**src/rtl/of_exact_matcher_pkg.sv**
```systemverilog
// Shared types and constants for the OpenFlow exact-match lookup stage.
// Optional wildcard matching is enabled by defining OF_MATCH_WILDCARD_EN.
`ifndef OF_ACTION_DATA_WIDTH
`define OF_ACTION_DATA_WIDTH 32
`endif
`ifndef OF_ACTION_CTRL_WIDTH
`define OF_ACTION_CTRL_WIDTH 8
`endif

package of_exact_matcher_pkg;

   localparam int CNT_WIDTH  = 32;
   localparam int ACT_DATA_W = `OF_ACTION_DATA_WIDTH;
   localparam int ACT_CTRL_W = `OF_ACTION_CTRL_WIDTH;

   localparam logic [1:0] ST_IDLE   = 2'd0;
   localparam logic [1:0] ST_SEARCH = 2'd1;
   localparam logic [1:0] ST_RESULT = 2'd2;

   typedef struct packed {
      logic [ACT_DATA_W-1:0] data;
      logic [ACT_CTRL_W-1:0] ctrl;
   } action_t;

   // A miss reports an all-zero action.
   localparam action_t MISS_ACTION = '{data: {ACT_DATA_W{1'b0}}, ctrl: {ACT_CTRL_W{1'b0}}};

endpackage

```
**src/rtl/of_match_table.sv**
```systemverilog
// Register-based flow table: one write port, one combinational read/compare port.
// OF_MATCH_WILDCARD_EN adds a per-entry care-bit mask to the compare.
module of_match_table
   import of_exact_matcher_pkg::*;
#(
   parameter int KEY_W = 64,
   parameter int N     = 8,
   parameter int IDX_W = 3
) (
   input  logic             clk,
   input  logic             reset,
   input  logic             wr_en,
   input  logic [IDX_W-1:0] wr_addr,
   input  logic             wr_valid,
   input  logic [KEY_W-1:0] wr_key,
   input  logic [KEY_W-1:0] wr_mask,
   input  action_t          wr_action,
   input  logic [IDX_W-1:0] rd_idx,
   input  logic [KEY_W-1:0] rd_key,
   output logic             rd_match,
   output action_t          rd_action
);

   logic    [N-1:0]     valid_q, valid_d;
   logic    [KEY_W-1:0] key_q [N];
   logic    [KEY_W-1:0] key_d [N];
   action_t             act_q [N];
   action_t             act_d [N];

   // Next-state of every entry: only the addressed entry takes the write.
   always_comb begin
      for (int i = 0; i < N; i++) begin
         valid_d[i] = (wr_en && (wr_addr == IDX_W'(i))) ? wr_valid  : valid_q[i];
         key_d[i]   = (wr_en && (wr_addr == IDX_W'(i))) ? wr_key    : key_q[i];
         act_d[i]   = (wr_en && (wr_addr == IDX_W'(i))) ? wr_action : act_q[i];
      end
   end

   // Valid bits are the only table state cleared by reset.
   always_ff @(posedge clk or posedge reset) begin
      if (reset) begin
         valid_q <= {N{1'b0}};
      end else begin
         valid_q <= valid_d;
      end
   end

   // Key and action storage; contents behind a cleared valid bit are don't-care.
   always_ff @(posedge clk) begin
      key_q <= key_d;
      act_q <= act_d;
   end

   assign rd_action = act_q[rd_idx];

`ifdef OF_MATCH_WILDCARD_EN
   logic [KEY_W-1:0] mask_q [N];
   logic [KEY_W-1:0] mask_d [N];

   // Mask storage follows the same write rule as the keys.
   always_comb begin
      for (int i = 0; i < N; i++) begin
         mask_d[i] = (wr_en && (wr_addr == IDX_W'(i))) ? wr_mask : mask_q[i];
      end
   end

   // Mask registers.
   always_ff @(posedge clk) begin
      mask_q <= mask_d;
   end

   assign rd_match = valid_q[rd_idx] &&
                     (((key_q[rd_idx] ^ rd_key) & mask_q[rd_idx]) == {KEY_W{1'b0}});
`else
   logic unused_mask_s;
   assign unused_mask_s = ^wr_mask;
   assign rd_match      = valid_q[rd_idx] && (key_q[rd_idx] == rd_key);
`endif

endmodule

```
**src/rtl/of_exact_matcher.sv**
```systemverilog
// Flow-table lookup: sequential search, one entry per cycle, one action result per key.
// Define OF_MATCH_WILDCARD_EN to enable masked (wildcard) matching in the table.
module of_exact_matcher
   import of_exact_matcher_pkg::*;
#(
   parameter int FLOW_KEY_WIDTH = 64,
   parameter int NUM_ENTRIES    = 8,
   parameter int IDX_WIDTH      = $clog2(NUM_ENTRIES)
) (
   input  logic                             clk,
   input  logic                             reset,
   input  logic [FLOW_KEY_WIDTH-1:0]        key,
   input  logic                             key_valid,
   output logic                             key_rdy,
   input  logic                             tbl_wr_en,
   input  logic [IDX_WIDTH-1:0]             tbl_wr_addr,
   input  logic                             tbl_wr_entry_valid,
   input  logic [FLOW_KEY_WIDTH-1:0]        tbl_wr_key,
   input  logic [FLOW_KEY_WIDTH-1:0]        tbl_wr_mask,
   input  logic [`OF_ACTION_DATA_WIDTH-1:0] tbl_wr_action_data,
   input  logic [`OF_ACTION_CTRL_WIDTH-1:0] tbl_wr_action_ctrl,
   output logic [`OF_ACTION_DATA_WIDTH-1:0] action_data_bus,
   output logic [`OF_ACTION_CTRL_WIDTH-1:0] action_ctrl_bus,
   output logic                             action_valid,
   output logic                             action_hit,
   output logic [CNT_WIDTH-1:0]             hit_count,
   output logic [CNT_WIDTH-1:0]             miss_count
);

   localparam logic [IDX_WIDTH-1:0] LAST_IDX = IDX_WIDTH'(NUM_ENTRIES - 1);

   logic [1:0]                state_q, state_d;
   logic [IDX_WIDTH-1:0]      idx_q, idx_d;
   logic [FLOW_KEY_WIDTH-1:0] key_q, key_d;
   action_t                   act_q, act_d;
   logic                      hit_q, hit_d;
   logic                      valid_q, valid_d;
   logic                      key_rdy_q, key_rdy_d;
   logic [CNT_WIDTH-1:0]      hit_count_q, hit_count_d;
   logic [CNT_WIDTH-1:0]      miss_count_q, miss_count_d;
   action_t                   wr_action_s;
   action_t                   rd_action_s;
   logic                      match_s;

   assign wr_action_s = '{data: tbl_wr_action_data, ctrl: tbl_wr_action_ctrl};

   of_match_table #(
      .KEY_W (FLOW_KEY_WIDTH),
      .N     (NUM_ENTRIES),
      .IDX_W (IDX_WIDTH)
   ) u_table (
      .clk       (clk),
      .reset     (reset),
      .wr_en     (tbl_wr_en),
      .wr_addr   (tbl_wr_addr),
      .wr_valid  (tbl_wr_entry_valid),
      .wr_key    (tbl_wr_key),
      .wr_mask   (tbl_wr_mask),
      .wr_action (wr_action_s),
      .rd_idx    (idx_q),
      .rd_key    (key_q),
      .rd_match  (match_s),
      .rd_action (rd_action_s)
   );

   // Search FSM; result registers default to zero so the buses idle low outside RESULT.
   always_comb begin
      state_d      = state_q;
      idx_d        = idx_q;
      key_d        = key_q;
      act_d        = MISS_ACTION;
      hit_d        = 1'b0;
      valid_d      = 1'b0;
      hit_count_d  = hit_count_q;
      miss_count_d = miss_count_q;
      case (state_q)
         ST_IDLE: begin
            if (key_valid && key_rdy_q) begin
               key_d   = key;
               idx_d   = {IDX_WIDTH{1'b0}};
               state_d = ST_SEARCH;
            end else begin
               state_d = ST_IDLE;
            end
         end
         ST_SEARCH: begin
            if (match_s) begin
               act_d       = rd_action_s;
               hit_d       = 1'b1;
               valid_d     = 1'b1;
               hit_count_d = hit_count_q + 32'd1;
               state_d     = ST_RESULT;
            end else if (idx_q == LAST_IDX) begin
               valid_d      = 1'b1;
               miss_count_d = miss_count_q + 32'd1;
               state_d      = ST_RESULT;
            end else begin
               idx_d = idx_q + IDX_WIDTH'(1);
            end
         end
         ST_RESULT: begin
            state_d = ST_IDLE;
         end
         default: begin
            state_d = ST_IDLE;
         end
      endcase
      key_rdy_d = (state_d == ST_IDLE);
   end

   // Control, result and counter registers.
   always_ff @(posedge clk or posedge reset) begin
      if (reset) begin
         state_q      <= ST_IDLE;
         idx_q        <= {IDX_WIDTH{1'b0}};
         key_q        <= {FLOW_KEY_WIDTH{1'b0}};
         act_q        <= MISS_ACTION;
         hit_q        <= 1'b0;
         valid_q      <= 1'b0;
         key_rdy_q    <= 1'b0;
         hit_count_q  <= {CNT_WIDTH{1'b0}};
         miss_count_q <= {CNT_WIDTH{1'b0}};
      end else begin
         state_q      <= state_d;
         idx_q        <= idx_d;
         key_q        <= key_d;
         act_q        <= act_d;
         hit_q        <= hit_d;
         valid_q      <= valid_d;
         key_rdy_q    <= key_rdy_d;
         hit_count_q  <= hit_count_d;
         miss_count_q <= miss_count_d;
      end
   end

   assign key_rdy         = key_rdy_q;
   assign action_valid    = valid_q;
   assign action_hit      = hit_q;
   assign action_data_bus = act_q.data;
   assign action_ctrl_bus = act_q.ctrl;
   assign hit_count       = hit_count_q;
   assign miss_count      = miss_count_q;

endmodule

```
**config.mk**
```make
export PLATFORM = sky130hd
export DESIGN_NAME = of_exact_matcher
export DESIGN_NICKNAME = d
export VERILOG_FILES = /design/src/rtl/of_exact_matcher_pkg.sv /design/src/rtl/of_match_table.sv /design/src/rtl/of_exact_matcher.sv
export SDC_FILE = /design/constraint.sdc
export NUM_CORES = 1
export LEC_CHECK = 0
export BUFFER_PORTS_ARGS = -buffer_cell sky130_fd_sc_hd__buf_2
export CAP_MARGIN = 25
export CORE_MARGIN = 1
export CORE_UTILIZATION = 53
export DETAILED_ROUTE_END_ITERATION = 10
export GPL_TIMING_DRIVEN = 0
export PLACE_DENSITY = 0.75
export SLEW_MARGIN = 0
export SYNTH_ARGS = -nofsm -noshare
export SYNTH_HDL_FRONTEND = slang
export SYNTH_HIERARCHICAL = 1
export SYNTH_SLANG_ARGS = --single-unit
export TNS_END_PERCENT = 100
```
**constraint.sdc**
```tcl
create_clock -name clk -period 6.1 [get_ports clk]
set_input_delay 1.525 -clock clk [delete_from_list [all_inputs] [get_ports clk]]
set_output_delay 1.525 -clock clk [all_outputs]
set_load 0.02 [all_outputs]
```
# Word level (Yosys, flattened, before mapping)
# Cells that the tools add are included.
[word_totals] reg_bits=1016 out_inout_bits=107
[op_classes] n_addsub=3 n_lt_le_gt_ge=2 eq_ne=13 mux=23 bitwise=2 n_reduce_logical=18
[op_table] op="$bmux W64 S3" count=1
[op_table] op="$mux W40" count=4
[op_table] op="$mux W64" count=2
[op_table] op="$bmux W40 S3" count=1
[op_table] op="$add A32 B1 Y32 const B" count=2
[op_table] op="$eq A64 B64 Y1" count=1
[op_table] op="$eq A3 B3 Y1 const B" count=5
[op_table] op="$logic_and A1 B1 Y1" count=10
[op_table] op="$mux W3" count=3
[op_table] op="$mux W1" count=7
[op_table] op="$eq A3 B2 Y1 const B" count=2
[op_table] op="$ne A2 B2 Y1 const B" count=3
[op_table] op="$pmux W3 S2" count=1
[op_table] op="$ge A4 B4 Y1 const B" count=1
[op_table] op="$logic_not A2 Y1" count=2
[op_table] op="$lt A3 B4 Y1 const B" count=1
[op_table] op="$mux W2" count=2
[op_table] op="$not A3 Y4" count=1
[op_table] op="$pmux W2 S2" count=1
[op_table] op="$reduce_and A2 Y1" count=2
[op_table] op="$reduce_and A4 Y1" count=1
[op_table] op="$add A3 B1 Y3 const B" count=1
[op_table] op="$bmux W1 S3" count=1
[op_table] op="$eq A3 B1 Y1 const B" count=1
[op_table] op="5 further kinds" count=5

# Logic depth before layout (Yosys ltp)
[logic_depth] depth_word=9 ltp_mapped=18 ltp_nobuf=13

# Hierarchy
# The synthesis kept the hierarchy.
[by_module_without_submodules] module="of_match_table" n_inst=1 cells_each=1345 area_each_um2=32276.0 seq_area_each_um2=25184.2
[by_module_without_submodules] module="of_exact_matcher" n_inst=1 cells_each=506 area_each_um2=6837.8 seq_area_each_um2=4404.2

# Worst setup path before layout
# OpenSTA, ideal clock, no wires.
[synth_timing] path_kind="input-to-reg" start="in tbl_wr_addr[1]" end="reg u_table.valid_q[0]" setup_time_ps=101 t_arrival_ps=9819 required_ps=5999 slack_ps=-3820 path_stages=3 n_path_buf=0 cell_sequence="nand2b_1 > nor3_1 > mux2_2"
[synth_via] elab_chain_cells=2
[synth_rtl] item="from (decl)" line="of_exact_matcher.sv:16" source="input logic [IDX_WIDTH-1:0] tbl_wr_addr,"
[synth_rtl] item="$logic_not A3 Y1" line="of_match_table.sv:33" source="valid_d[i] = (wr_en && (wr_addr == IDX_W'(i))) ? wr_valid : valid_q[i];"
[synth_rtl] item="$logic_and A1 B1 Y1" line="of_match_table.sv:33"
[synth_rtl] item="to (signal assigned)" line="of_match_table.sv:42" source="valid_q <= {N{1'b0}};"
[synth_rtl] item="to (signal assigned)" line="of_match_table.sv:44" source="valid_q <= valid_d;"
[synth_rtl] item="to (decl)" line="of_match_table.sv:24" source="logic [N-1:0] valid_q, valid_d;"
# Every way passes these cells.
# A chain may end at the register's enable or synchronous reset.

# Worst setup path in the final report
[layout_timing] start="reg idx_q[2]" end="reg hit_count_q[12] (netlist: hit_count[12])"
[layout_via] elab_chain_cells=7
[layout_rtl] item="from (decl)" line="of_exact_matcher.sv:33" source="logic [IDX_WIDTH-1:0] idx_q, idx_d;"
[layout_rtl] item="from (signal assigned)" line="of_exact_matcher.sv:115" source="idx_q <= {IDX_WIDTH{1'b0}};"
[layout_rtl] item="from (signal assigned)" line="of_exact_matcher.sv:125" source="idx_q <= idx_d;"
[layout_rtl] item="$not A3 Y4 (not written as such)" line="of_match_table.sv:77" source="assign rd_match = valid_q[rd_idx] && (key_q[rd_idx] == rd_key);"
[layout_rtl] item="$bmux W64 S3" line="of_match_table.sv:77"
[layout_rtl] item="$mux W64 (not written as such) (2 in series)" line="of_match_table.sv:77"
[layout_rtl] item="$eq A64 B64 Y1" line="of_match_table.sv:77"
[layout_rtl] item="$logic_and A1 B1 Y1 *" line="of_match_table.sv:77"
[layout_rtl] item="named net match_s" line="of_exact_matcher.sv:43" source="logic match_s;"
[layout_rtl] item="$reduce_and A2 Y1 (no source line) *"
[layout_rtl] item="to (signal assigned)" line="of_exact_matcher.sv:121" source="hit_count_q <= {CNT_WIDTH{1'b0}};"
[layout_rtl] item="to (signal assigned)" line="of_exact_matcher.sv:131" source="hit_count_q <= hit_count_d;"
[layout_rtl] item="to (decl)" line="of_exact_matcher.sv:39" source="logic [CNT_WIDTH-1:0] hit_count_q, hit_count_d;"
# Mark *: on every way through the listed nets, which the timed path passes. The rest lies on a longest branch. The select of a mux whose other input is x is not followed.

==> impl_metrics.toml <==
[floorplan]
core_um2 = 72960
die_w_um = 273.7
die_h_um = 273.7
rows = 99
pin_count = 347
die_area_um2 = 74890
start_util = 0.5361

[global_route]
grt_max_degree = 117
grt_pass1_vias = 20380
grt_pass1_wl_um = 133000
grt.overflow.total = 0
grt.total_usage = 0.2468
antenna_found_initial = 24

[critical_path]
critPathBufInv = 4
worst-path-stages = 15
reg2reg_depth = 15
crit_top_cell = "buf_2"
start_kind = "flip-flop"
crit_family = "simple AND/OR/NAND/NOR gates"
slowest_delay_ns = 0.61
crit_fanout = 10
ff2ff_setup_slack_ns = 0.28
crit_chain = "buf_2, buf_2, buf_2, mux4_2, mux2i_1, xnor2_1, nor4_1, nand4_1, nor4_4, nand3b_1, inv_1, nand2_1, nor2_1, nand3_1, xnor2_1"
worstPathRequired_ns = 6.63
arrival_ns = 6.35
critPathKind = "flip-flop to flip-flop"
cp_slowest_cell = "nor4_4"
critPathCaptureType = "flip-flop"

[clock_tree]
clk_path_buf_depth = 3
cts_root_buf = "clkbuf_16"
cts_tree = "yes"
clk_latency_ns = 0.67
clk_pin_slew_ns = 0.06
htree_levels = 3
numClockSinks = 1016
postCtsHoldBufs = 0
numCtsBuffers = 101

[detailed_routing]
via_per_inst = 5.886
wl_met3_um = 7325
wl_per_cell_um = 27.07
via_count = 19640
wl_met1_um = 34160
drcViolationCount = 0
wl_met2_um = 46190
routed_wl_um = 90330
drtIter0Drc = 1880
top_layer_used = "met5"
ant_nets = 0
firstDrtPassIters = 5

[synth]
synthCells = 1851
synth_seq_area_share = 0.7565
yosysTopAreaCell = "edfxtp_1"
synth_area_um2 = 39110
synth_top_area_share = 0.6388
syn_area_per_cell_um2 = 21.13
synth-edff-count = 832
netlist_top_cells_area = "edfxtp_1, mux4_2, dfrtp_1"
synth_flop_cell = "edfxtp_1"
ys_types = 45
yosysWarnings = 6
syn-num-nets = 2096
yosys_register_bits = 1016
async_flop_share = 0.1811

[pwr]
power_frac_seq = 0.430
total_leakage_power_nw = 16.57
p_total_mw = 19.10
swShare = 0.2772
pwr-share-clk = 0.319
power.density_nw_per_um2 = 414.4
ir_worst_vdd_v = 0.0002992
combPwrFrac = 0.251
p_switching_mw = 5.295
power.internal_mw = 13.81

[worst_hold_path]
min_path_type = "flip-flop to flip-flop"
holdPathStages = 1

[sta]
maxSlewHeadroom = 0.2485
slew_viol_final = 0
min_period_ns = 5.824
worst_slew_pin_slew_ns = 1.127
min_period_over_period = 0.9548
setup_viol = 0
finalSetupTns_ns = 0
clock_skew_ns = 0.03168
rsz0062_at_grt = "no"
hold_viol = 0
fmax_mhz = 171.7

[outcome]
status = "complete, no violations"

[layout]
final_common_cell = "edfxtp_1"
most-common-layout-cells = "edfxtp_1, buf_2, mux4_2"
multi_input_area_um2 = 9160
nets = 2526
seqCellArea_um2 = 29590
area_growth_pct = 17.84
num-fill-cells = 4880
layout-drive-gt1-share = 0.3618

[flow_run]
cap_violations = 0

[place]
place_hpwl_um = 59560
finalWeightedCongestion = 0.8097
io_buffers = 282
[cell type report]
cell class,instances,share of cell area
tap,959,0.02603
buffer,73,0.009284
antenna,9,0.0004886
timing repair buffer,327,0.05174
multi-input combinational,756,0.1987
clock buffer,147,0.06078
inverter,6,0.0006515
sequential,1016,0.6419
clock inverter,44,0.01037
[registers in the layout, summed over array words and instances, names as in the netlist]
register / count
action_ctrl_bus: 8
action_valid: 1
u_table/key_q: 512
idx_q: 3
key_q: 64
action_data_bus: 32
hit_count: 32
u_table/act_q: 320
miss_count: 32
state_q: 2
action_hit: 1
key_rdy: 1
u_table/valid_q: 8
[routing by layer]
| layer | global-route usage | vias up |
|---|---|---|
| met2 | 0.4131 | 796 |
| met4 | 0.08277 | 24 |
| li1 | - | 8332 |
| met3 | 0.04965 | 168 |
| met5 | 0 | - |
| met1 | 0.3248 | 10320 |
[cell usage after synthesis (all sizes together), types with 17 or more instances]
cell type / number
mux2: 113
buf: 52
xnor2: 77
nor4: 17
nand2: 60
mux2i: 55
mux4: 210
clkbuf: 21
nand3: 25
dfrtp: 184
and2: 42
edfxtp: 832
nand4: 19
xor2: 45
nor2: 29
[final timing paths]
check	from	endpoint
worst min-delay path	hit_count[31]	hit_count[31]
worst max-delay path	idx_q[2]	hit_count[12]
max in group asynchronous	reset	miss_count[17]
worst max register to register	idx_q[2]	hit_count[12]
worst min register to register	hit_count[31]	hit_count[31]
min in group asynchronous	reset	u_table/valid_q[7]
[power groups by stage]
stage | clock network [mW] | logic (mW) | registers [mW]
after floorplan | 0 | 3.38 | 8.31
after global placement | 0 | 4.67 | 8.35
after detailed placement | 0 | 4.81 | 8.35
after CTS | 6.19 | 4.86 | 8.21
after global routing | 6.47 | 5.07 | 8.25
final | 6.09 | 4.80 | 8.21
[stage by stage]
| step | util | area (um^2) | std cells | hold WS, ns | setup WS, ns |
|---|---|---|---|---|---|
| 2_1_floorplan | - | 39140 | 1851 | 0.4752 | -0.8119 |
| 3_3_place_gp | 0.5722 | 41750 | 3092 | 0.4530 | -6.176 |
| 3_5_place_dp | 0.5863 | 42770 | 3137 | 0.4721 | -0.4309 |
| 4_1_cts | 0.6314 | 46070 | 3328 | 0.4795 | 0.07727 |
| 5_1_grt | 0.6316 | 46080 | 3331 | 0.5022 | 0.04351 |
| 6_report | 0.6318 | 46090 | 3337 | 0.4767 | 0.2760 |
[kinds of logic after synthesis]
group           count (synthesis)  synth area share
mux                           378            0.1680
xor+xnor                      122           0.02751
fa+ha+maj                       5          0.001599
flops                        1016            0.7565
compound gates                  8          0.001472
simple gates                  243           0.03362
buf+inv                        79           0.01132
[what timing repair did]
action                                  4_1_cts  5_1_grt
resized for setup                             4        6
endpoints found under the setup margin       63        4
cloned                                        0        0
setup buffers                                 0        0
No activity file was read; power rests on OpenSTA's default activity.
